<file path="src/rtl/wb_writeback_unit.sv">
// Write-back stage: retires MEM results into the register file, waits on and aligns
// load data, stalls upstream while a load is outstanding, and counts retired instructions.
module wb_writeback_unit #(
  parameter int DATA_WIDTH   = 32,
  parameter int ADDR_WIDTH   = 5,
  parameter int LOAD_TIMEOUT = 16,
  parameter int CNT_WIDTH    = 32
) (
  input  logic                  Clk,
  input  logic                  Reset_n,
  input  logic                  MEM_valid,
  input  logic [ADDR_WIDTH-1:0] MEM_rd_addr,
  input  logic                  MEM_rd_wr_en,
  input  logic                  MEM_is_load,
  input  logic [2:0]            MEM_load_funct3,
  input  logic [1:0]            MEM_byte_offset,
  input  logic [DATA_WIDTH-1:0] MEM_alu_result,
  input  logic                  Dmem_rvalid,
  input  logic [DATA_WIDTH-1:0] Dmem_rdata,
  output logic                  WB_stall,
  output logic [ADDR_WIDTH-1:0] Rd_addr,
  output logic [DATA_WIDTH-1:0] Rd_wr_data,
  output logic                  Rd_wr_en,
  output logic                  Load_fault,
  output logic [CNT_WIDTH-1:0]  Instret
);

  localparam int TCNT_W = (LOAD_TIMEOUT > 2) ? $clog2(LOAD_TIMEOUT) : 1;
  localparam logic [TCNT_W-1:0] TCNT_LAST = TCNT_W'(LOAD_TIMEOUT - 1);

  typedef enum logic [0:0] {IDLE, WAIT_LOAD} state_t;

  state_t                  state;
  logic [TCNT_W-1:0]       tcnt;
  logic [ADDR_WIDTH-1:0]   rd_addr_p1;
  logic                    rd_wr_en_p1;
  logic [2:0]              funct3_p1;
  logic [1:0]              offset_p1;
  logic                    load_ok;

  function automatic logic load_legal(input logic [2:0] f3, input logic [1:0] off);
    case (f3)
      3'b000, 3'b100: load_legal = 1'b1;
      3'b001, 3'b101: load_legal = ~off[0];
      3'b010:         load_legal = (off == 2'b00);
      default:        load_legal = 1'b0;
    endcase
  endfunction

  function automatic logic [DATA_WIDTH-1:0] load_align(input logic [2:0] f3,
                                                       input logic [1:0] off,
                                                       input logic [DATA_WIDTH-1:0] word);
    logic [7:0]  b;
    logic [15:0] h;
    b = word[{off, 3'b000} +: 8];
    h = word[{off[1], 4'b0000} +: 16];
    case (f3)
      3'b000:  load_align = {{(DATA_WIDTH-8){b[7]}}, b};
      3'b001:  load_align = {{(DATA_WIDTH-16){h[15]}}, h};
      3'b100:  load_align = {{(DATA_WIDTH-8){1'b0}}, b};
      3'b101:  load_align = {{(DATA_WIDTH-16){1'b0}}, h};
      default: load_align = word;
    endcase
  endfunction

  assign load_ok = load_legal(MEM_load_funct3, MEM_byte_offset);

  always_comb begin
    WB_stall = 1'b0;
    if (Reset_n) begin
      if (state == IDLE)
        WB_stall = MEM_valid & MEM_is_load & load_ok & ~Dmem_rvalid;
      else
        WB_stall = ~Dmem_rvalid & (tcnt != TCNT_LAST);
    end
  end

  always_ff @(posedge Clk) begin
    if (!Reset_n) begin
      state       <= IDLE;
      tcnt        <= '0;
      rd_addr_p1  <= '0;
      rd_wr_en_p1 <= 1'b0;
      funct3_p1   <= '0;
      offset_p1   <= '0;
      Rd_addr     <= '0;
      Rd_wr_data  <= '0;
      Rd_wr_en    <= 1'b0;
      Load_fault  <= 1'b0;
      Instret     <= '0;
    end else begin
      Rd_wr_en   <= 1'b0;
      Load_fault <= 1'b0;
      case (state)
        IDLE: begin
          if (MEM_valid) begin
            if (!MEM_is_load) begin
              Rd_addr    <= MEM_rd_addr;
              Rd_wr_data <= MEM_alu_result;
              Rd_wr_en   <= MEM_rd_wr_en & (MEM_rd_addr != '0);
              Instret    <= Instret + CNT_WIDTH'(1);
            end else if (!load_ok) begin
              Load_fault <= 1'b1;
            end else if (Dmem_rvalid) begin
              Rd_addr    <= MEM_rd_addr;
              Rd_wr_data <= load_align(MEM_load_funct3, MEM_byte_offset, Dmem_rdata);
              Rd_wr_en   <= MEM_rd_wr_en & (MEM_rd_addr != '0);
              Instret    <= Instret + CNT_WIDTH'(1);
            end else begin
              rd_addr_p1  <= MEM_rd_addr;
              rd_wr_en_p1 <= MEM_rd_wr_en;
              funct3_p1   <= MEM_load_funct3;
              offset_p1   <= MEM_byte_offset;
              tcnt        <= '0;
              state       <= WAIT_LOAD;
            end
          end
        end
        // Outstanding load: MEM inputs are held by the stall and ignored here
        WAIT_LOAD: begin
          if (Dmem_rvalid) begin
            Rd_addr    <= rd_addr_p1;
            Rd_wr_data <= load_align(funct3_p1, offset_p1, Dmem_rdata);
            Rd_wr_en   <= rd_wr_en_p1 & (rd_addr_p1 != '0);
            Instret    <= Instret + CNT_WIDTH'(1);
            state      <= IDLE;
          end else if (tcnt == TCNT_LAST) begin
            Load_fault <= 1'b1;
            state      <= IDLE;
          end else begin
            tcnt <= tcnt + TCNT_W'(1);
          end
        end
        default: state <= IDLE;
      endcase
    end
  end

endmodule

</file>
<file path="config.mk">
export PLATFORM = sky130hd
export DESIGN_NAME = wb_writeback_unit
export DESIGN_NICKNAME = d
export VERILOG_FILES = /design/src/rtl/wb_writeback_unit.sv
export SDC_FILE = /design/constraint.sdc
export NUM_CORES = 1
export LEC_CHECK = 0
export BUFFER_PORTS_ARGS = -buffer_cell sky130_fd_sc_hd__buf_4
export CAP_MARGIN = 10
export CORE_UTILIZATION = 45
export DETAILED_ROUTE_END_ITERATION = 7
export PLACE_DENSITY = 0.84
export SLEW_MARGIN = 30
export SYNTH_ARGS = -nofsm -noshare
export SYNTH_HDL_FRONTEND = slang
export SYNTH_SLANG_ARGS = --single-unit
</file>
<file path="constraint.sdc">
create_clock -name Clk -period 1.8 [get_ports Clk]
set_input_delay 0.09 -clock Clk [delete_from_list [all_inputs] [get_ports Clk]]
set_output_delay 0.09 -clock Clk [all_outputs]
set_load 0.1 [all_outputs]
</file>
==> results of run 1 <==
## through the flow
stage	total power [mW]	setup slack [ps]	TNS, ps
after detailed placement	3.61	-173	-1520
after global placement	3.59	-94.9	-638
final	5.51	-107	-917
after floorplan	3.12	-287	-3750
after CTS	5.52	-105	-806
after global routing	5.71	-181	-1960
## flip-flops by register name, indices dropped and copies added, names as in the netlist, 2 cells and up
name        count
tcnt            4
Rd_wr_data     32
offset_p1       2
funct3_p1       3
Rd_addr         5
rd_addr_p1      5
Instret        32
## synthesized netlist by cell type (4+ instances only)
cell,instances
nand3b_1,14
inv_1,9
nor2_1,17
a21boi_0,5
a21oi_1,44
xnor2_1,5
a32o_1,16
or3_1,9
nor3_1,4
nand4_1,9
mux2_2,11
and2_1,39
nand3_1,17
a2111oi_2,4
dfxtp_1,87
buf_1,4
o211a_1,5
o31a_1,7
mux2i_1,31
o21a_1,23
nand2_1,30
a211oi_1,5
a31oi_1,8
or4_1,4
buf_4,4
clkbuf_1,43
buf_2,9
o221ai_1,14
nor4_2,5
a21o_1,32
xor2_1,26
nand2b_1,20
nor2b_1,30
o21ai_0,24
a32oi_1,7
a211o_1,7
## worst reg2reg max path, delay by kind of cell (launching register included)
family	cells	cell delay, ps
AND/OR/NAND/NOR	3	850
flip-flops	1	340
buffers and inverters	2	290
AO/OA/AOI/OAI	1	210
XOR/XNOR	1	120
## layer usage
layer	up-vias	GRT usage (%)	routed length [um]	share of wire [%]
met5	-	0	0	0
met4	0	12.1	610	3.3
met3	49	8.30	1540	8.4
met2	274	46.3	8740	48
met1	2822	34.0	7470	41
li1	2833	-	-	-
## cell usage in the layout, fill, tap and decap left out, types with 3 or more instances in the layout
cell         n
a2111oi_4    8
a211o_1      7
a211oi_1     4
a21boi_0     4
a21o_1      32
a21oi_1     44
a31oi_1      8
a32o_1      16
a32oi_1      7
and2_1      36
buf_12      11
buf_4      207
clkbuf_16    9
dfxtp_1     56
dfxtp_2      7
dfxtp_4     24
inv_1        9
mux2_2      11
mux2i_1     31
nand2_1     29
nand2b_1    20
nand3_1     16
nand3b_1    14
nand4_1      9
nor2_1      17
nor2b_1     28
nor3_1       3
nor4_4       6
o211a_1      5
o211ai_1     3
o21a_1      23
o21ai_0     24
o221ai_1    14
o31a_1       7
or3_1        8
or4_1        3
xnor2_1      5
xor2_1      26
## power by group through the flow
stage,clock [mW],combinational (mW),sequential [mW]
4_1_cts,1.94,1.55,2.03
2_1_floorplan,0,0.518,2.60
6_report,1.91,1.57,2.03
3_3_place_gp,0,1.52,2.07
3_5_place_dp,0,1.54,2.07
5_1_grt,2.04,1.64,2.04
## logic make-up (layout without fill, tap and decap cells)
group / after synthesis / in the layout / share of synthesized area (%)
simple gates: 214 / 214 / 22.2
fa+ha+maj: 2 / 2 / 0.427
xor+xnor: 31 / 31 / 4.63
compound gates: 223 / 223 / 30.0
flops: 87 / 87 / 29.7
mux: 42 / 42 / 7.41
buf+inv: 72 / 244 / 5.60
## final timing paths
check	from	to	cells after the start
max	Instret[8]$_SDFFE_PN0P_	Instret[22]$_SDFFE_PN0P_	7
min	MEM_rd_addr[4]	rd_addr_p1[4]$_SDFFE_PN0P_	3
max reg2reg	Instret[8]$_SDFFE_PN0P_	Instret[22]$_SDFFE_PN0P_	7
min reg2reg	Rd_wr_data[27]$_SDFFE_PN0P_	Rd_wr_data[27]$_SDFFE_PN0P_	1
## cell type report
type / count / area share [%]
Clock inverter: 7 / 0.870
Sequential cell: 87 / 22.5
Multi-Input combinational cell: 512 / 49.1
Inverter: 9 / 0.412
Clock buffer: 9 / 2.75
Timing Repair Buffer: 219 / 21.8
Tap cell: 172 / 2.63
## what timing repair did
item	in CTS	in global routing
gates resized for setup	17	15
pin swaps	3	8
setup buffers	2	4
hold buffers	0	0
endpoints found under the setup margin	32	38
==> summary.txt, run 1 <==
Run status
  • Status: complete, but fails checks
  • Failing checks: setup timing

Floorplan
  • Die area: 0.0135 mm^2
  • Starting density of the core: between 40% and 50%
  • IO Pins: approximately 150
  • Site row count: 41
  • Die Width: 116 um
  • Die Span Y: around 120 um
  • Core ar.: 0.0127 mm^2

Layout
  • Final core occ: 64.7%
  • Share of cells above drive strength 1: 38.0%
  • # fillers: 1035
  • Nets@finish: slightly above 900
  • Finished Cell Area: 0.00820 mm^2
  • Area Overhead vs Synth: 39.9%
  • Register area: 0.00184 mm^2
  • Final std cells w/o fill: between 1000 and 1500
  • Ant. Diodes: 0
  • Combined area of the multi-input logic cells: 0.00403 mm^2

Global route
  • Initial antenna violation count: 0
  • Grt ovf: 0
  • Vias in the first global route: 5965
  • Total track usage: between 20 and 30%
  • Largest net degree at the start of global routing: 37
  • First-pass GRT wire length: around 29000 um

Critical path
  • Reg2reg setup slack: -110 ps
  • WS Path Type: flip-flop to flip-flop
  • Slowest CP cell: or4_4
  • Crit path required time: between 2000 and 2500 ps
  • Peak per-stage delay on the critical path: 550 ps
  • Worst-path fanout max: 11
  • Critical Path Start Type: flip-flop
  • WP data arrival: 2160 ps
  • CP top delay family: simple AND/OR/NAND/NOR gates
  • Crit path cell chain: nand4_1 > or4_4 > buf_12 > buf_6 > a2111oi_4 > xor2_1 > and2_1
  • Crit path buf inv count: 2
  • Endpoint class of the critical path: flip-flop

Clocking
  • Worst-path clk slew: roughly 70 ps
  • Clock insertion delay at the later pin of the skew report: around 350 ps
  • H-tree levels: 3
  • Clk sinks: 87
  • Worst-case clock buffer depth: 2
  • Root Buffer Master: clkbuf_16
  • CTS Buf Count: 9
  • TritonCTS clock tree: yes

Routing
  • Vias/cell: around 5.9
  • Vias: 5978
  • Post-route ant nets: 0
  • Post-Route WL: 18400 um
  • Number of DRC markers in iteration 0: approximately 550
  • Post-route DRC: 0
  • Detailed Routing Iterations Pass 1: 5
  • Routed len/inst: 18.1 um

Power and ir drop
  • Seq pwr share: 36.8%
  • Clk pwr share: 34.7%
  • Switch share: 35.2%
  • Max VDD drop: 0.591 mV
  • Power Dens Cells: 672 mW/mm^2
  • Switching component of the power: around 1.9 mW
  • Leak: 3.60 nW
  • Int Pwr: roughly 3.6 mW
  • Comb power frac: roughly 28%

Run
  • Max Cap Viol: 0

STA
  • RSZ-0062 raised after global routing: yes
  • Max Freq: 524 MHz
  • Hold Vio Cnt, Final: 0
  • Worst Clk Skew: ~10 ps
  • Fin crit share: 106%
  • Final setup viols: 13
  • Hold_ws: 18.1 ps
  • Tightest Pin Transition: 798 ps
  • Min Tclk post-route: 1910 ps
  • Max-slew headroom: 46.6%
  • Max Slew Vio Count: 0
  • Final WS setup: -107 ps

Logic synthesis
  • Synth unique cells: 64
  • Top FF cell, synth: dfxtp_1
  • Post-synthesis sequential area ratio: 29.7%
  • Netlist Area Pre-Place: between 0.005 and 0.006 mm^2
  • Synth area leader: dfxtp_1
  • Area share of the leading cell type in the synthesized netlist: 29.7%
  • YS warnings: 0
  • Mean Syn Cell Area: 8.73 um^2
  • Syn Nets: 753
  • Area contributors post-synth: dfxtp_1 30%, mux2i_1 5.3%, and2_1 4.2%
  • Post-Synthesis Cells: 671
  • Synthesis-stage register bit count: 87
  • EDFF count, synth: 0
  • Async set or reset register ratio after synthesis: 0%

Placed design
  • HPWL Detailed: between 10000 and 15000 um
  • Placed cell count: 993
  • Post-DP Area: ~0.0077 mm^2
  • Port Buffers: 151
  • RePlAce Congestion: ~0.96

Min path
  • HP Class: primary input to flip-flop
Note: power is estimated with default switching activity, not from simulation.
==> run 2, diff against run 1 <==
--- a/config.mk
+++ b/config.mk
@@ -5,11 +5,12 @@
 export SDC_FILE = /design/constraint.sdc
 export NUM_CORES = 1
 export LEC_CHECK = 0
+export ABC_AREA = 1
 export BUFFER_PORTS_ARGS = -buffer_cell sky130_fd_sc_hd__buf_4
 export CAP_MARGIN = 10
 export CORE_UTILIZATION = 45
 export DETAILED_ROUTE_END_ITERATION = 7
-export PLACE_DENSITY = 0.84
+export PLACE_DENSITY = 0.75
 export SLEW_MARGIN = 30
 export SYNTH_ARGS = -nofsm -noshare
 export SYNTH_HDL_FRONTEND = slang
==> run 2 against run 1 <==
Net effect:
- the run now ends clean
- register-to-register slack better by 250 ps
- highest routed layer unchanged
- via count up 37%
- sequential share of layout area down 0.95 points
- count of clock-buffer cells in the layout up 1
- cell count up 49%
- maximum frequency up 13%
- critical path type is now flip-flop to output port
- worst setup slack better by 220 ps
- combinational power up 11%
==> summary.txt, run 2 <==
Run status
  • Status: finished, final reports clean

STA
  • Max Slew Vio Count: 0 (unchanged)
  • Tightest Pin Transition: 473 ps (-325 ps)
  • Sum Neg Setup Slack: 0 ps (+917 ps)
  • Worst Clk Skew: 5.46 ps (-4.62 ps)
  • Min Tclk post-route: 1680 ps (-225 ps)
  • Hold Vio Cnt, Final: 0 (unchanged)
  • Max Freq: 595 MHz (+13%)
  • Final setup viols: 0 (-13)
  • Max-slew headroom: 68.4% (+22 points)
  • Fin crit share: 93.4% (-12 points)
  • RSZ-0062 raised after global routing: no

Clocking
  • Clock insertion delay at the later pin of the skew report: 360 ps (about the same)
  • Hold Buf Count CTS: 0 (unchanged)
  • Root Buffer Master: clkbuf_16
  • Worst-path clk slew: 70 ps (about the same)
  • CTS Buf Count: 9 (unchanged)
  • Worst-case clock buffer depth: 2 (unchanged)
  • Clk sinks: 87 (unchanged)
  • TritonCTS clock tree: yes
  • H-tree levels: 3 (unchanged)

Critical path
  • Peak per-stage delay on the critical path: 330 ps (-220 ps)
  • Slowest CP cell: dfxtp_2
  • Crit path required time: 1710 ps (-340 ps)
  • Worst-path fanout max: 4 (-7)
  • CP top delay family: simple AND/OR/NAND/NOR gates
  • Crit path buf inv count: 3 (+1)
  • WS Path Type: flip-flop to output port
  • Crit path cell chain: ha_1 > nand2_1 > nor2_2 > inv_1 > nand2_1 > nand2_2 > inv_2 > nor2_4 > buf_12
  • Critical Path Start Type: flip-flop
  • WP data arrival: 1590 ps (-570 ps)
  • Endpoint class of the critical path: output port
  • Most frequent CP cell: nand2_1

Logic synthesis
  • Synthesis-stage register bit count: 87 (unchanged)
  • Area share of the leading cell type in the synthesized netlist: 26.5% (-3.3 points)
  • Top FF cell, synth: dfxtp_1
  • Synth unique cells: 30 (-53%)
  • Async set or reset register ratio after synthesis: 0% (unchanged)
  • Syn Nets: 1272 (+69%)
  • Post-synth top cells: 344 x nand2_1, 206 x nor2_1, 144 x nand3_1, 99 x inv_1, 87 x dfxtp_1
  • EDFF count, synth: 0 (unchanged)
  • Top-count cell post-synth: nand2_1
  • Synth area leader: dfxtp_1
  • YS warnings: 0 (unchanged)
  • Mean Syn Cell Area: 5.53 um^2 (-37%)
  • Area contributors post-synth: dfxtp_1 26%, nand2_1 20%, nor2_1 12%
  • Post-synthesis sequential area ratio: 26.5% (-3.3 points)
  • Post-Synthesis Cells: 1190 (+77%)
  • Netlist Area Pre-Place: 0.00658 mm^2 (+12%)

Routing
  • Post-Route WL: 22500 um (+22%)
  • Vias: 8173 (+37%)
  • Number of DRC markers in iteration 0: 883 (+62%)
  • Post-route ant nets: 0 (unchanged)
  • Routed len/inst: 14.9 um (-18%)
  • Vias/cell: 5.41 (-8.1%)
  • Post-route DRC: 0 (unchanged)
  • Detailed Routing Iterations Pass 1: 7 (+2)

Run
  • Max Cap Viol: 0 (unchanged)

Power and ir drop
  • Max VDD drop: 0.514 mV (-13%)
  • Power Dens Cells: 683 mW/mm^2 (+1.8%)
  • Leak: 3.79 nW (+5.3%)
  • Clk pwr share: 32.8% (-1.9 points)
  • Seq pwr share: 36.3% (-0.5 points)
  • Switch share: 38.8% (+3.6 points)
  • Comb power frac: 30.9% (+2.4 points)
  • Int Pwr: 3.48 mW (-2.6%)
  • Switching component of the power: 2.20 mW (+14%)

Floorplan
  • IO Pins: 152 (unchanged)
  • Die area: 0.0151 mm^2 (+12%)
  • Starting density of the core: 46.7% (+0.45 points)
  • Die Span Y: 123 um (+5.9%)
  • Die Width: 123 um (+5.9%)
  • Site row count: 43 (+4.9%)
  • Core ar.: 0.0141 mm^2 (+11%)

Placed design
  • RePlAce Congestion: 1.01 (+5.1%)
  • HPWL Detailed: 16300 um (+23%)
  • Placed cell count: 1493 (+50%)
  • Port Buffers: 151 (unchanged)

Global route
  • Total track usage: 30.0% (+1.9 points)
  • Largest net degree at the start of global routing: 54 (+46%)
  • Grt ovf: 0 (unchanged)
  • Initial antenna violation count: 0 (unchanged)
  • Vias in the first global route: 6948 (+16%)
  • First-pass GRT wire length: 35100 um (+19%)

Layout
  • Area Overhead vs Synth: 26.3%
  • Nets@finish: 1407 (+53%)
  • Most frequent cells in the layout: 343 x nand2_1, 204 x nor2_1, 184 x buf_4, 144 x nand3_1, 98 x inv_1
  • Biggest regs: Instret: 32 flops, Rd_wr_data: 32 flops
  • # fillers: 1495 (+44%)
  • Final std cells w/o fill: 1510 (+49%)
  • Ant. Diodes: 0 (unchanged)
  • Share of cells above drive strength 1: 20.8% (-17 points)
  • Commonest non-fill, non-tap cell in the layout: nand2_1

Min path
  • HP Class: primary input to flip-flop
run 2: changes by cell type in the layout (fill, tap and decap cells not counted), sizes merged, moves of 22 or more:
cell,previous run,this run
a21oi,44,79
o21a,23,0
o21ai,24,82
inv,11,108
xor2,26,4
nand3,17,145
nand2,30,348
buf,219,190
mux2i,31,0
and2,39,0
nor2,17,211
nor2b,30,0
a21o,32,0
run 2: final timing paths:
check                                             start                         end  slack [ps]  cells after the start
worst max-delay path               tcnt[0]$_SDFFE_PN0P_                    WB_stall         120                      9
worst min-delay path                     MEM_rd_addr[4]  rd_addr_p1[4]$_SDFFE_PN0P_          30                      3
worst max register to register  Instret[0]$_SDFFE_PN0P_    Instret[28]$_SDFFE_PN0P_         140                     10
worst min register to register     tcnt[0]$_SDFFE_PN0P_        tcnt[0]$_SDFFE_PN0P_         450                      1
run 2: cell type report:
class	count	area (um^2)	share of cell area, %
Clock buffer	10	229	2.76
Clock inverter	6	53.8	0.647
Inverter	105	394	4.74
Multi-Input combinational cell	932	4130	49.7
Sequential cell	87	1790	21.5
Tap cell	180	225	2.71
Timing Repair Buffer	190	1490	18.0
run 2: worst register-to-register path, cell delays in order, from the launching register on:
cell and delay [ps]:
dfxtp_4 370, ha_1 190, nand2_1 100, nor2_2 220, inv_1 110, nor2_4 200
nand2_1 80, nand2_1 60, a21oi_1 50, nor2_1 120, nor2_1 50
run 2: timing repair:
item,4_1_cts,5_1_grt
buffers inserted,0,1
setup endpoints to repair,1,4
gates resized for setup,3,7
run 2: layer usage:
metal,track usage (%),vias up,share of wire (%)
met4,8.08,0,1.3
met3,5.77,23,9.5
met1,42.6,3698,45
li1,-,4065,-
met2,46.1,387,45
met5,0,-,0
run 2: stage by stage:
| step | utilization [%] | hold slack (ps) | area [um^2] | power (mW) | setup slack [ps] |
|---|---|---|---|---|---|
| 5_1_grt | 59.0 | 31.1 | 8310 | 5.91 | 10.6 |
| 6_report | 59.0 | 31.2 | 8310 | 5.68 | 118 |
| 3_5_place_dp | 56.7 | 392 | 7990 | 3.84 | 112 |
| 4_1_cts | 58.8 | 19.4 | 8290 | 5.69 | 13.5 |
| 2_1_floorplan | - | 254 | 6630 | 3.31 | 35.4 |
| 3_3_place_gp | 56.7 | 386 | 7990 | 3.83 | 209 |
run 2: cell families (layout without fill, tap and decap cells):
family	count (synthesis)	in the layout	share of synthesized area [%]
flops	87	87	26.5
simple gates	752	752	47.8
fa+ha+maj	2	2	0.380
compound gates	174	174	13.7
buf+inv	171	311	11.0
xor+xnor	4	4	0.532
run 2: power groups by stage:
stage	clock network, mW	registers (mW)	logic, mW
floorplan	0	2.67	0.642
global placement	0	2.10	1.72
detailed placement	0	2.11	1.73
CTS	1.89	2.06	1.74
global route	1.96	2.07	1.88
finish	1.86	2.06	1.75
